### src/rtl/dma_read_scheduler.sv
// Round-robin scheduler sharing one DMA read engine among NUM_REQ requesters.
// Jobs are split into chunks of at most CHUNK_BYTES and issued through the engine's start/idle handshake.
module dma_read_scheduler #(
  parameter int unsigned NUM_REQ     = 3,
  parameter int unsigned CHUNK_BYTES = 4096
) (
  input  logic                  aclk,
  input  logic                  areset,
  input  logic [NUM_REQ-1:0]    req_valid,
  input  logic [NUM_REQ*32-1:0] req_sa,
  input  logic [NUM_REQ*26-1:0] req_len,
  output logic [NUM_REQ-1:0]    req_ready,
  output logic [NUM_REQ-1:0]    req_done,
  output logic [31:0]           dma_sa_config,
  output logic [25:0]           dma_length_config,
  output logic                  dma_read_valid,
  output logic                  dma_read_irq,
  input  logic                  dma_idle,
  output logic                  sched_busy,
  output logic [2:0]            grant_id
);

  typedef enum logic [2:0] {
    IDLE,
    ISSUE,
    WAIT_BUSY,
    WAIT_IDLE,
    NEXT,
    DONE
  } state_t;

  localparam logic [25:0] CHUNK    = 26'(CHUNK_BYTES);
  localparam logic [2:0]  LAST_RST = 3'(NUM_REQ - 1);

  state_t state, state_nx;

  logic [31:0] cur_addr, cur_addr_nx;
  logic [25:0] remaining, remaining_nx;
  logic [2:0]  last_grant, last_grant_nx;

  logic [NUM_REQ-1:0] req_ready_nx;
  logic [NUM_REQ-1:0] req_done_nx;
  logic [31:0]        sa_cfg_nx;
  logic [25:0]        len_cfg_nx;
  logic               read_valid_nx;
  logic               read_irq_nx;
  logic               busy_nx;
  logic [2:0]         grant_id_nx;

  // Round-robin search: first valid requester after last_grant, wrapping mod NUM_REQ
  logic [7:0] valid_pad;
  logic [3:0] cand;
  logic [2:0] win_idx;
  logic       win_found;

  assign valid_pad = 8'(req_valid);

  always_comb begin
    cand      = '0;
    win_idx   = '0;
    win_found = 1'b0;
    for (int unsigned i = 1; i <= NUM_REQ; i++) begin
      cand = {1'b0, last_grant} + 4'(i);
      if (cand >= 4'(NUM_REQ)) begin
        cand = cand - 4'(NUM_REQ);
      end
      if (!win_found && valid_pad[cand[2:0]]) begin
        win_found = 1'b1;
        win_idx   = cand[2:0];
      end
    end
  end

  logic [31:0]        sel_sa;
  logic [25:0]        sel_len;
  logic [NUM_REQ-1:0] win_mask;
  logic [NUM_REQ-1:0] owner_mask;

  always_comb begin
    sel_sa     = '0;
    sel_len    = '0;
    win_mask   = '0;
    owner_mask = '0;
    for (int unsigned i = 0; i < NUM_REQ; i++) begin
      win_mask[i]   = (3'(i) == win_idx);
      owner_mask[i] = (3'(i) == grant_id);
      if (3'(i) == win_idx) begin
        sel_sa  = req_sa[i*32 +: 32];
        sel_len = req_len[i*26 +: 26];
      end
    end
  end

  logic [25:0] chunk_len;
  assign chunk_len = (remaining > CHUNK) ? CHUNK : remaining;

  always_comb begin
    state_nx      = state;
    cur_addr_nx   = cur_addr;
    remaining_nx  = remaining;
    last_grant_nx = last_grant;
    grant_id_nx   = grant_id;
    sa_cfg_nx     = dma_sa_config;
    len_cfg_nx    = dma_length_config;
    read_valid_nx = 1'b0;
    read_irq_nx   = 1'b0;
    req_ready_nx  = '0;
    req_done_nx   = '0;
    busy_nx       = sched_busy;

    case (state)
      IDLE: begin
        if (win_found && dma_idle) begin
          req_ready_nx  = win_mask;
          cur_addr_nx   = sel_sa;
          remaining_nx  = sel_len;
          grant_id_nx   = win_idx;
          last_grant_nx = win_idx;
          busy_nx       = 1'b1;
          state_nx      = ISSUE;
        end
      end
      ISSUE: begin
        // Zero-length jobs complete without touching the engine
        if (remaining == '0) begin
          state_nx = DONE;
        end else begin
          sa_cfg_nx     = cur_addr;
          len_cfg_nx    = chunk_len;
          read_valid_nx = 1'b1;
          state_nx      = WAIT_BUSY;
        end
      end
      WAIT_BUSY: begin
        if (!dma_idle) begin
          state_nx = WAIT_IDLE;
        end
      end
      WAIT_IDLE: begin
        if (dma_idle) begin
          state_nx = NEXT;
        end
      end
      NEXT: begin
        cur_addr_nx  = cur_addr + 32'(dma_length_config);
        remaining_nx = remaining - dma_length_config;
        if (remaining == dma_length_config) begin
          read_irq_nx = 1'b1;
          state_nx    = DONE;
        end else begin
          state_nx = ISSUE;
        end
      end
      DONE: begin
        req_done_nx = owner_mask;
        busy_nx     = 1'b0;
        state_nx    = IDLE;
      end
      default: begin
        state_nx = IDLE;
      end
    endcase
  end

  always_ff @(posedge aclk or posedge areset) begin
    if (areset) begin
      state             <= IDLE;
      cur_addr          <= '0;
      remaining         <= '0;
      last_grant        <= LAST_RST;
      grant_id          <= '0;
      dma_sa_config     <= '0;
      dma_length_config <= '0;
      dma_read_valid    <= 1'b0;
      dma_read_irq      <= 1'b0;
      req_ready         <= '0;
      req_done          <= '0;
      sched_busy        <= 1'b0;
    end else begin
      state             <= state_nx;
      cur_addr          <= cur_addr_nx;
      remaining         <= remaining_nx;
      last_grant        <= last_grant_nx;
      grant_id          <= grant_id_nx;
      dma_sa_config     <= sa_cfg_nx;
      dma_length_config <= len_cfg_nx;
      dma_read_valid    <= read_valid_nx;
      dma_read_irq      <= read_irq_nx;
      req_ready         <= req_ready_nx;
      req_done          <= req_done_nx;
      sched_busy        <= busy_nx;
    end
  end

endmodule
### config.mk
export PLATFORM = sky130hd
export DESIGN_NAME = dma_read_scheduler
export DESIGN_NICKNAME = d
export VERILOG_FILES = /design/src/rtl/dma_read_scheduler.sv
export SDC_FILE = /design/constraint.sdc
export NUM_CORES = 1
export LEC_CHECK = 0
export ABC_CLOCK_PERIOD_IN_PS = 4900
export BUFFER_PORTS_ARGS = -buffer_cell sky130_fd_sc_hd__buf_2
export CORE_ASPECT_RATIO = 2
export CORE_UTILIZATION = 45
export DETAILED_ROUTE_END_ITERATION = 12
export PLACE_DENSITY = 0.68
export SYNTH_ARGS = -nofsm -noshare
export SYNTH_HDL_FRONTEND = slang
export SYNTH_SLANG_ARGS = --single-unit
### constraint.sdc
create_clock -name aclk -period 4.9 [get_ports aclk]
set_clock_uncertainty 0.1 [all_clocks]
set_input_delay 0 -clock aclk [delete_from_list [all_inputs] [get_ports aclk]]
set_output_delay 0 -clock aclk [all_outputs]
set_load 0.05 [all_outputs]
==> out/summary.txt, run 1 <==
Yosys top cell by area -> dfrtp_1
Post-synth top area share -> 34.37%
CP arrival -> 4.86 ns
Vias -> 10030
Post-synth EDFFs -> 0
Die ar. -> 21820 um^2
Max Cap Viol -> 0
Ys Warns -> 0
Total GRT Usage -> 31.38%
Data required time of the worst path -> 5.12 ns
Synth Net Count -> 1329
Hold_ws -> 0.03309 ns
Reg2Reg Depth -> 13
RSZ-0062 raised after global routing -> false
Syn Area/Cell -> 8.768 um^2
Worst-case clock buffer depth -> 2
Final Instance Area -> 12840 um^2
Hold path depth -> 4
CP max FO -> 20
Vias per cell -> 5.805
Post-synth ARST share -> 100.0%
First-pass GRT wire length -> 52.71 mm
Final wirelength -> 33.71 mm
Die height -> 207.9 um
Lkg Pwr -> 6.314 nW
Relative slew margins -> 38.15%
CTS H-tree depth -> 4
Hold Path End -> remaining[15]
P per Cell Area -> 205.4 nW/um^2
PortBufs -> 249
Clock Sinks -> 132
Post-synthesis sequential area ratio -> 34.64%
Worst slew pin tran -> 0.9277 ns
Gate Count Post-Synth -> 1088
Post-synth cell types -> 77
Period minus WS final -> 4.638 ns
Mapped Area -> 9539 um^2
Total negative slack -> 0 ns
Post-synth top flop -> dfrtp_1
Total global routing overflow -> 0
Die X -> 105.0 um
Fill cells -> 1891
Pin count of the biggest net entering global routing -> 95
Reg clk slew, reported paths -> 0.06 ns
Setup ws final -> 0.2617 ns
Max VDD drop -> 216.2 uV
P&R area growth vs syn -> 34.59%
Most frequent cells in the layout -> buf_2, nand2_1, dfrtp_1
Worst-Skew Late Latency -> 0.44 ns
Worst setup EP type -> register
Rows -> 75
Initial Utilization -> 45.79%
R2R Setup Slk -> 0.26 ns
Drt drc -> 0
Clk root buf -> clkbuf_16
Antenna viol nets, final -> 0
Final setup fails -> 0
Slew Viols, Final -> 0
FF-to-FF End -> remaining[14]
Hold Vio Cnt, Final -> 0
Antenna cells -> 0
TritonCTS clock tree -> built
First DRT Iteration DRCs -> 573
CTS Buf Count -> 17
Vias in the first global route -> 10330
Synthesized flop and latch total -> 132
Routed len/inst -> 19.51 um
Pre-Repair DR Iteration Count -> 6
Hold/Removal Path Class -> in -> reg
Placed Area -> 10980 um^2
GPL Wtd Cong -> 0.9260
Startpoint Class -> register
Most common cell after layout, fill and taps aside -> buf_2
Max frequency -> 215.6 MHz
Pre-CTS setup slack -> 0.6945 ns
Layout Nets -> 1688
Final period util -> 94.66%
Setup CP Type -> reg -> reg
# IOs -> 250
Initial antenna violation count -> 0
Critical R2R Launch -> grant_id[0]
Share of layout cells above drive strength 1 -> 23.30%
Area contributors post-synth -> dfrtp_1, ha_1, nand2_1, mux2i_1, a21oi_1
Worst hold path startpoint -> req_len[15]
Core ar. -> 20830 um^2
Status -> finished clean
Post-DP HPWL -> 24.28 mm
-- sequential cells by signal, summed over array words and instances, names as in the netlist --
| signal | flops |
|---|---|
| cur_addr | 32 |
| dma_length_config | 26 |
| dma_read_irq | 1 |
| dma_read_valid | 1 |
| dma_sa_config | 32 |
| grant_id | 3 |
| last_grant | 1 |
| remaining | 26 |
| req_done | 3 |
| req_ready | 3 |
| sched_busy | 1 |
| state | 3 |
-- cell type report --
class	count	area (um^2)	area share (%)
timing repair buffer	393	2648	20.62
sequential	132	3304	25.74
clock inverter	11	157.7	1.228
clock buffer	20	456.7	3.557
inverter	44	170.2	1.325
multi-input combinational	859	5766	44.91
tap	269	336.6	2.622
-- cell usage after synthesis (all sizes together) (6+ instances only) --
library cell and instances:
inv 42, a221o 15, xnor2 33, mux2i 53, nand2b 12, or3 8, nor4 9, a31oi 12
nand3 18, nand4 10, nor2 73, clkbuf 25, or2 8, xor2 13, and3 9, a21o 16
ha 59, o211a 6, nor3 22, a21oi 79, nor2b 14, o211ai 8, o221ai 17, nand2 169
mux2 7, o21ai 69, o21a 7, o22ai 13, a211o 9, buf 28, a211oi 18, dfrtp 131
-- report_power, final --
| group | total [W] | leakage [nW] | switching (W) | internal, W |
|---|---|---|---|---|
| Sequential | 0.00109 | 1.80 | 0 | 0.00109 |
| Combinational | 0.000182 | 4.21 | 0.0000740 | 0.000108 |
| Clock | 0.00136 | 0.305 | 0.000497 | 0.000868 |
-- worst max-delay path, stage by stage, from the launching register on --
cell,delay [ns]
dfrtp_1,0.34
clkinv_1,0.32
ha_1,0.36
xnor2_1,0.19
or4_1,0.51
a21oi_1,0.21
o311a_4,0.24
nand4_1,0.15
a32oi_4,0.40
buf_4,0.42
buf_4,0.30
mux2i_1,0.28
a211oi_2,0.10
dlygate4sd3_1,0.58
-- metrics by stage --
| stage | cells | power [W] | utilization [%] |
|---|---|---|---|
| final | 1728 | 0.002637 | 61.63 |
| after global routing | 1728 | 0.002700 | 61.63 |
| after CTS | 1728 | 0.002652 | 61.56 |
| after detailed placement | 1574 | 0.001236 | 52.70 |
| after global placement | 1574 | 0.001236 | 52.70 |
| after floorplan | 1088 | 0.001146 | - |
-- kinds of logic (layout without fill, tap and decap cells) --
family / after synthesis / count (layout) / share of synthesized area [%]
muxes: 60 / 60 / 6.388
xor gates and xnor gates: 46 / 46 / 4.224
and+or+nand+nor: 376 / 376 / 18.39
DFF: 132 / 132 / 34.64
buffers and inverters: 97 / 468 / 5.378
AOI/OAI and AO/OA: 316 / 316 / 22.82
adders and majority gates: 61 / 61 / 8.158
-- per-layer routing --
| metal | wire, um | global-route usage (%) | vias to the layer above |
|---|---|---|---|
| met5 | 0 | 0 | - |
| met4 | 1852 | 18.94 | 0 |
| met3 | 1609 | 3.791 | 119 |
| met2 | 18380 | 59.40 | 416 |
| met1 | 11870 | 32.32 | 4788 |
| li1 | - | - | 4708 |
-- timing repair --
item                       4_1_cts  5_1_grt
hold endpoints to repair       151        0
hold buffers                   123        0
setup endpoints to repair        0       33
gates resized for setup          0        3
buffers inserted                 0        0
-- worst max-delay path by stage --
stage,from,to,slack (ns)
2_1_floorplan,areset,cur_addr[0],1.28
3_3_place_gp,grant_id[0],remaining[14],0.75
3_5_place_dp,grant_id[0],remaining[14],0.69
4_1_cts,grant_id[0],remaining[14],0.15
5_1_grt,grant_id[0],remaining[14],0.06
6_report,grant_id[0],remaining[14],0.26
Power figures use the tool's default switching activity.
==> inputs of run 2 (changes only) <==
==> config.mk (replaced) <==
export PLATFORM = sky130hd
export DESIGN_NAME = dma_read_scheduler
export DESIGN_NICKNAME = d
export VERILOG_FILES = /design/src/rtl/dma_read_scheduler.sv
export SDC_FILE = /design/constraint.sdc
export NUM_CORES = 1
export LEC_CHECK = 0
export BUFFER_PORTS_ARGS = -buffer_cell sky130_fd_sc_hd__buf_2
export CORE_ASPECT_RATIO = 2
export CORE_UTILIZATION = 25
export DETAILED_ROUTE_END_ITERATION = 12
export PLACE_DENSITY = 0.42
export SYNTH_ARGS = -nofsm -noshare
export SYNTH_HDL_FRONTEND = slang
export SYNTH_SLANG_ARGS = --single-unit
==> run 2 against run 1 <==
  * Clock-buffer cell count rose by 7
  * First-iteration DRC count is 16% lower
  * Combinational power barely moved
  * Via count down 4.0%
  * Routed wire length is 16% higher
  * Sequential power about the same
  * Cell area up 1.4%
  * Worst setup slack gained 0.13 ns
  * Clock power about the same
  * Global-route usage decreased by 11 points
  * Fmax grew 2.8%
==> out/summary.txt, run 2 (synthesis results as in run 1) <==
Status -> finished clean (unchanged)
Worst slew pin tran -> 0.9766 ns (was 0.9277 ns)
Routed len/inst -> 20.44 um (was 19.51 um)
Most frequent cells in the layout -> buf_2, nand2_1, dfrtp_1 (unchanged)
Initial Utilization -> 25.50% (was 45.79%)
Total negative slack -> 0 ns (unchanged)
Antenna viol nets, final -> 0 (unchanged)
Crit-path cells -> inv_1 -> ha_1 -> nor3b_1 -> o211a_1 -> a211oi_1 -> a31oi_2 -> nand3_1 -> a32oi_4 -> buf_12 -> mux2_2 -> a222oi_1 -> nand2_1 -> dlygate4sd3_1 (was clkinv_1 -> ha_1 -> xnor2_1 -> or4_1 -> a21oi_1 -> o311a_4 -> nand4_1 -> a32oi_4 -> buf_4 -> buf_4 -> mux2i_1 -> a211oi_2 -> dlygate4sd3_1)
PortBufs -> 249 (unchanged)
CP arrival -> 4.73 ns (was 4.86 ns)
TritonCTS clock tree -> built (unchanged)
Final period util -> 92.05% (was 94.66%)
Startpoint Class -> register (unchanged)
Critical R2R Launch -> last_grant[1] (was grant_id[0])
Setup CP Type -> reg -> reg (unchanged)
Hold/Removal Path Class -> in -> reg (unchanged)
Final wirelength -> 39.13 mm (was 33.71 mm)
Slowest cell delay on critical path -> 0.62 ns (was 0.58 ns)
Clock Sinks -> 132 (unchanged)
Die X -> 140.1 um (was 105.0 um)
Slew Viols, Final -> 0 (unchanged)
Total global routing overflow -> 0 (unchanged)
CP max FO -> 29 (was 20)
Max frequency -> 221.7 MHz (was 215.6 MHz)
Data required time of the worst path -> 5.12 ns (about the same)
Vias -> 9627 (was 10030)
Initial antenna violation count -> 0 (unchanged)
Die ar. -> 38990 um^2 (was 21820 um^2)
Worst setup EP type -> register (unchanged)
First-pass GRT wire length -> 59.64 mm (was 52.71 mm)
Core ar. -> 37410 um^2 (was 20830 um^2)
Vias per cell -> 5.030 (was 5.805)
Worst hold path startpoint -> req_sa[57] (was req_len[15])
Hold_ws -> 0.005000 ns (was 0.03309 ns)
Die height -> 278.3 um (was 207.9 um)
RSZ-0062 raised after global routing -> false (unchanged)
Clock power share -> 52.1% (was 51.8%)
Relative slew margins -> 34.54% (was 38.15%)
Largest delay share family, worst path -> compound AO/OA/AOI/OAI gates (was buffers and inverters)
Max Cap Viol -> 0 (unchanged)
Antenna cells -> 0 (unchanged)
GPL Wtd Cong -> 0.8195 (was 0.9260)
Layout Nets -> 1683 (was 1688)
Worst-case clock buffer depth -> 2 (unchanged)
Pre-Repair DR Iteration Count -> 7 (was 6)
Placed Area -> 11240 um^2 (was 10980 um^2)
Buf/Inv on CP -> 3 (was 4)
Lkg Pwr -> 6.292 nW (was 6.314 nW)
CTS H-tree depth -> 4 (unchanged)
Clk root buf -> clkbuf_16 (unchanged)
Combinational share of power -> 6.8% (was 6.9%)
Pin count of the biggest net entering global routing -> 57 (was 95)
Final Instance Area -> 13020 um^2 (was 12840 um^2)
First DRT Iteration DRCs -> 482 (was 573)
Post-DP HPWL -> 29.48 mm (was 24.28 mm)
Sw frac -> 22.11% (was 21.63%)
Share of layout cells above drive strength 1 -> 23.30% (about the same)
R2R Setup Slk -> 0.39 ns (was 0.26 ns)
Int Pwr -> 0.002062 W (was 0.002067 W)
Reg clk slew, reported paths -> 0.06 ns (about the same)
Hold Path End -> cur_addr[25] (was remaining[15])
# IOs -> 250 (unchanged)
Max VDD drop -> 207.9 uV (was 216.2 uV)
Rows -> 100 (was 75)
Vias in the first global route -> 10190 (was 10330)
Total GRT Usage -> 20.64% (was 31.38%)
P per Cell Area -> 203.3 nW/um^2 (was 205.4 nW/um^2)
Most common cell after layout, fill and taps aside -> buf_2 (unchanged)
Hold path depth -> 4 (unchanged)
Final setup fails -> 0 (unchanged)
Sequential Power Share -> 41.2% (was 41.4%)
Drt drc -> 0 (unchanged)
CTS Buf Count -> 17 (unchanged)
Period minus WS final -> 4.510 ns (was 4.638 ns)
Critical path's slowest cell -> dfstp_2 (was dlygate4sd3_1)
Reg2Reg Depth -> 13 (unchanged)
Largest registers -> cur_addr: 32 flops, dma_sa_config: 32 flops (unchanged)
P&R area growth vs syn -> 36.53% (was 34.59%)
Sw Pwr -> 0.0005854 W (was 0.0005705 W)
Worst-Skew Late Latency -> 0.44 ns (about the same)
Hold Vio Cnt, Final -> 0 (unchanged)
FF-to-FF End -> remaining[10] (was remaining[14])
==> run 2: changes by cell type in the layout (fill, tap and decap cells not counted), moves of 2 or more <==
cell,change
buf_4,+2
clkinv_2,-4
dlygate4sd3_1,-8
clkbuf_1,+4
clkbuf_8,+3
==> run 2: area by class of cell <==
type	count	area, um^2
Inverter	44	170.2
Sequential cell	132	3304
Fill cell	3946	24390
Tap cell	459	574.3
Multi-Input combinational cell	859	5759
Clock inverter	5	100.1
Timing Repair Buffer	388	2603
Clock buffer	27	513.0
==> run 2: power groups by stage <==
stage                     clock network [W]  registers (W)  logic [W]
final                               0.00138        0.00109   0.000179
after global routing                0.00145        0.00109   0.000198
after CTS                           0.00141        0.00109   0.000184
after detailed placement                  0        0.00111   0.000134
after global placement                    0        0.00111   0.000134
after floorplan                           0        0.00111  0.0000356
==> run 2: metal layers <==
| layer | GRT usage (%) | share of wire (%) |
|---|---|---|
| met1 | 20.99 | 37 |
| met2 | 41.31 | 57 |
| met3 | 2.564 | 2.7 |
| met4 | 8.397 | 3.1 |
| met5 | 0 | 0 |
==> run 2: repair_timing <==
item / CTS / global route
endpoints found under the setup margin: 0 / 25
hold buffers: 115 / 0
setup buffers: 0 / 1
gates resized for setup: 0 / 2
endpoints found under the hold margin: 97 / 0
==> run 2: worst max path at each step <==
stage / startpoint / end / slack, ns / cells past startpoint
floorplan: areset / cur_addr[0] / 1.28 / 1
global placement: last_grant[1] / cur_addr[3] / 0.57 / 12
detailed placement: last_grant[1] / remaining[10] / 0.60 / 12
CTS: last_grant[1] / remaining[10] / 0.02 / 13
global route: last_grant[1] / remaining[11] / 0.06 / 15
finish: last_grant[1] / remaining[10] / 0.39 / 13
==> run 2: stage by stage <==
step | utilization [%] | std cells | total power [W] | setup slack, ns
final | 34.81 | 1914 | 0.002648 | 0.3898
after floorplan | - | 1088 | 0.001146 | 1.276
after detailed placement | 30.06 | 1766 | 0.001244 | 0.6003
after global routing | 34.81 | 1914 | 0.002740 | 0.06184
after global placement | 30.06 | 1766 | 0.001244 | 0.5656
after CTS | 34.77 | 1913 | 0.002685 | 0.02041
==> run 2: tightest hold or removal path, delay by kind of cell <==
family	cells	cell delay [ns]
multiplexers	1	0.07
buffers and inverters	1	0.07
AND/OR/NAND/NOR	2	0.35
==> inputs of run 3 (changes only) <==
--- a/config.mk
+++ b/config.mk
@@ -5,11 +5,12 @@
 export SDC_FILE = /design/constraint.sdc
 export NUM_CORES = 1
 export LEC_CHECK = 0
+export ABC_AREA = 1
 export BUFFER_PORTS_ARGS = -buffer_cell sky130_fd_sc_hd__buf_2
 export CORE_ASPECT_RATIO = 2
 export CORE_UTILIZATION = 25
 export DETAILED_ROUTE_END_ITERATION = 12
-export PLACE_DENSITY = 0.42
+export PLACE_DENSITY = 0.41
 export SYNTH_ARGS = -nofsm -noshare
 export SYNTH_HDL_FRONTEND = slang
 export SYNTH_SLANG_ARGS = --single-unit
==> run 3 against run 2 <==
  * The flow now finishes with violations (hold timing)
  * Highest routed layer unchanged
  * First-iteration DRC count grew 15%
  * Global-route usage grew 0.57 points
  * Via count grew 21%
  * Critical path depth grew 10
  * Register-to-register slack is essentially flat
  * Final cell count grew 31%
  * Non-clock buffer count shrank 4
==> out/summary.txt, run 3 <==
Status -> finished, violations left (was finished clean)
Failing checks -> hold timing
Die height -> 290.8 um (was 278.3 um)
Post-synth ARST share -> 100.0% (unchanged)
Post-synthesis sequential area ratio -> 31.69% (was 34.64%)
Buf/Inv on CP -> 8 (was 3)
Vias in the first global route -> 12030 (was 10190)
CP Launch Point -> grant_id[0] (was last_grant[1])
Critical path's slowest cell -> dlygate4sd3_1 (was dfstp_2)
Critical R2R Launch -> grant_id[0] (was last_grant[1])
Post-synth EDFFs -> 0 (unchanged)
Setup bufs post-CTS -> 0 (unchanged)
Total global routing overflow -> 0 (unchanged)
Core ar. -> 41120 um^2 (was 37410 um^2)
Reg clk slew, reported paths -> 0.06 ns (about the same)
Synth Net Count -> 1854 (was 1329)
Total negative slack -> 0 ns (unchanged)
Mapped Area -> 10430 um^2 (was 9539 um^2)
Gate Count Post-Synth -> 1613 (was 1088)
Synthesized flop and latch total -> 132 (unchanged)
Die ar. -> 42580 um^2 (was 38990 um^2)
Crit-path cells -> inv_1 -> ha_1 -> inv_1 -> nand2_1 -> o21ai_1 -> inv_1 -> nand2_1 -> nor2_1 -> nor2_1 -> inv_1 -> nand2_2 -> nor2_4 -> nand2_4 -> nand2_4 -> inv_2 -> buf_6 -> nand3_1 -> dlygate4sd3_1 -> nand2_1 -> dlygate4sd3_1 -> nand2_1 -> nand2_1 -> nand2_1 (was inv_1 -> ha_1 -> nor3b_1 -> o211a_1 -> a211oi_1 -> a31oi_2 -> nand3_1 -> a32oi_4 -> buf_12 -> mux2_2 -> a222oi_1 -> nand2_1 -> dlygate4sd3_1)
TritonCTS clock tree -> built (unchanged)
PortBufs -> 249 (unchanged)
R2R Setup Slk -> 0.38 ns (was 0.39 ns)
P&R area growth vs syn -> 34.86% (was 36.53%)
Clk root buf -> clkbuf_16 (unchanged)
Setup CP Type -> reg -> reg (unchanged)
Syn Area/Cell -> 6.465 um^2 (was 8.768 um^2)
Most common cell after layout, fill and taps aside -> nand2_1 (was buf_2)
Period minus WS final -> 4.517 ns (was 4.510 ns)
Largest delay share family, worst path -> buffers and inverters (was compound AO/OA/AOI/OAI gates)
Hold Vio Cnt, Final -> 1 (was 0)
Clock Sinks -> 132 (unchanged)
Routed len/inst -> 17.73 um (was 20.44 um)
Initial antenna violation count -> 0 (unchanged)
Vias per cell -> 4.655 (was 5.030)
Largest registers -> cur_addr: 32 flops, dma_sa_config: 32 flops (unchanged)
Post-synth cell types -> 48 (was 77)
Die X -> 146.4 um (was 140.1 um)
First DRT Iteration DRCs -> 553 (was 482)
Post-synth top flop -> dfrtp_1 (unchanged)
Rows -> 105 (was 100)
Layout Nets -> 2197 (was 1683)
Final period util -> 92.18% (was 92.05%)
CTS Buf Count -> 17 (unchanged)
Critical Path Stages -> 23 (was 13)
Ys Warns -> 0 (unchanged)
Crit path top cell by count -> nand2_1
Share of layout cells above drive strength 1 -> 16.81% (was 23.30%)
Drt drc -> 0 (unchanged)
Most common cell in the netlist -> nand2_1 (unchanged)
CP max FO -> 26 (was 29)
FF-to-FF End -> cur_addr[31] (was remaining[10])
Final wirelength -> 44.40 mm (was 39.13 mm)
Pin count of the biggest net entering global routing -> 82 (was 57)
Slowest cell delay on critical path -> 0.56 ns (was 0.62 ns)
CP arrival -> 4.75 ns (was 4.73 ns)
Post-synth top area share -> 31.43% (was 34.37%)
Yosys top cell by area -> dfrtp_1 (unchanged)
Initial Utilization -> 25.36% (was 25.50%)
Total GRT Usage -> 21.20% (was 20.64%)
Hold_ws -> -0.001815 ns (was 0.005000 ns)
Worst setup EP type -> register (unchanged)
CTS H-tree depth -> 4 (unchanged)
First-pass GRT wire length -> 68.05 mm (was 59.64 mm)
Worst slew pin tran -> 1.013 ns (was 0.9766 ns)
Reg2Reg Depth -> 23 (was 13)
Most frequent cells in the layout -> nand2_1, nor2_1, buf_2 (was buf_2, nand2_1, dfrtp_1)
Data required time of the worst path -> 5.13 ns (was 5.12 ns)
Max Cap Viol -> 0 (unchanged)
# IOs -> 250 (unchanged)
Hold/Removal Path Class -> in -> reg (unchanged)
Final setup fails -> 0 (unchanged)
GPL Wtd Cong -> 0.8934 (was 0.8195)
Antenna cells -> 0 (unchanged)
Relative slew margins -> 32.47% (was 34.54%)
Worst-Skew Late Latency -> 0.45 ns (was 0.44 ns)
Worst-case clock buffer depth -> 2 (unchanged)
Area contributors post-synth -> dfrtp_1, nand2_1, nor2_1, a21oi_1, ha_1 (was dfrtp_1, ha_1, nand2_1, mux2i_1, a21oi_1)
Post-DP HPWL -> 34.80 mm (was 29.48 mm)
Antenna viol nets, final -> 0 (unchanged)
Post-synth top cells -> nand2_1, nor2_1, inv_1 (was nand2_1, dfrtp_1, a21oi_1)
Max frequency -> 221.4 MHz (was 221.7 MHz)
Startpoint Class -> register (unchanged)
Pre-Repair DR Iteration Count -> 5 (was 7)
Critical path destination -> cur_addr[31] (was remaining[10])
Slew Viols, Final -> 0 (unchanged)
Vias -> 11660 (was 9627)
RSZ-0062 raised after global routing -> false (unchanged)
==> run 3: per-layer routing <==
| layer | vias to the layer above | global-route usage, % | part of all wire (%) |
|---|---|---|---|
| met5 | - | 0 | 0 |
| met4 | 0 | 11.26 | 4.7 |
| met3 | 64 | 2.465 | 2.9 |
| met2 | 254 | 40.96 | 55 |
| met1 | 5431 | 21.85 | 38 |
| li1 | 5906 | - | - |
==> run 3: through the flow <==
step | instances | setup slack, ns | instance area, um^2 | hold WS [ns] | utilization [%]
finish | 2504 | 0.3830 | 14060 | -0.001815 | 34.20
global route | 2504 | 0.004833 | 14060 | 0.03726 | 34.20
CTS | 2504 | 0.03072 | 14060 | 0.002851 | 34.19
detailed placement | 2350 | 0.8807 | 12160 | 0.05849 | 29.57
global placement | 2350 | 0.9560 | 12160 | 0.04643 | 29.57
floorplan | 1613 | 1.276 | 10430 | 0.05285 | -
==> run 3: tightest hold or removal path: cells and delay by family <==
kind | cells | cell delay [ns]
buf+inv | 2 | 0.15
simple gates | 5 | 0.36
==> run 3: layout make-up <==
cell class,instances,area (um^2)
clock buffers,21,480.5
clock inverters,11,196.4
fillers,4585,27060
inverters,205,778.2
multi-input cells,1216,6041
flip-flops and latches,132,3306
well taps,535,669.4
repair buffers,384,2594
==> run 3: kinds of logic after synthesis <==
| group | after synthesis | share of synthesized area [%] |
|---|---|---|
| flip-flops | 132 | 31.69 |
| XOR/XNOR | 12 | 1.080 |
| multiplexers | 1 | 0.09598 |
| AND/OR/NAND/NOR | 785 | 31.18 |
| adder cells (fa/ha/maj) | 61 | 7.463 |
| buffers and inverters | 265 | 10.49 |
| AO/OA/AOI/OAI | 357 | 18.01 |
==> run 3: how the worst min path moves through the flow <==
stage,cells after the start,start,end
2_1_floorplan,2,dma_idle,state[1]
3_3_place_gp,2,areset,dma_sa_config[24]
3_5_place_dp,2,areset,dma_sa_config[20]
4_1_cts,7,req_len[65],remaining[13]
5_1_grt,7,req_len[65],remaining[13]
6_report,7,req_len[65],remaining[13]
==> run 3: repair_timing <==
action                                  4_1_cts  5_1_grt
resized for setup                             0        4
hold endpoints to repair                    129        0
endpoints found under the setup margin        0        5
hold buffers                                122        0
Power of run 3 is not shown: default switching activity piles up to over one toggle a cycle in this logic, so the estimate is an artifact.
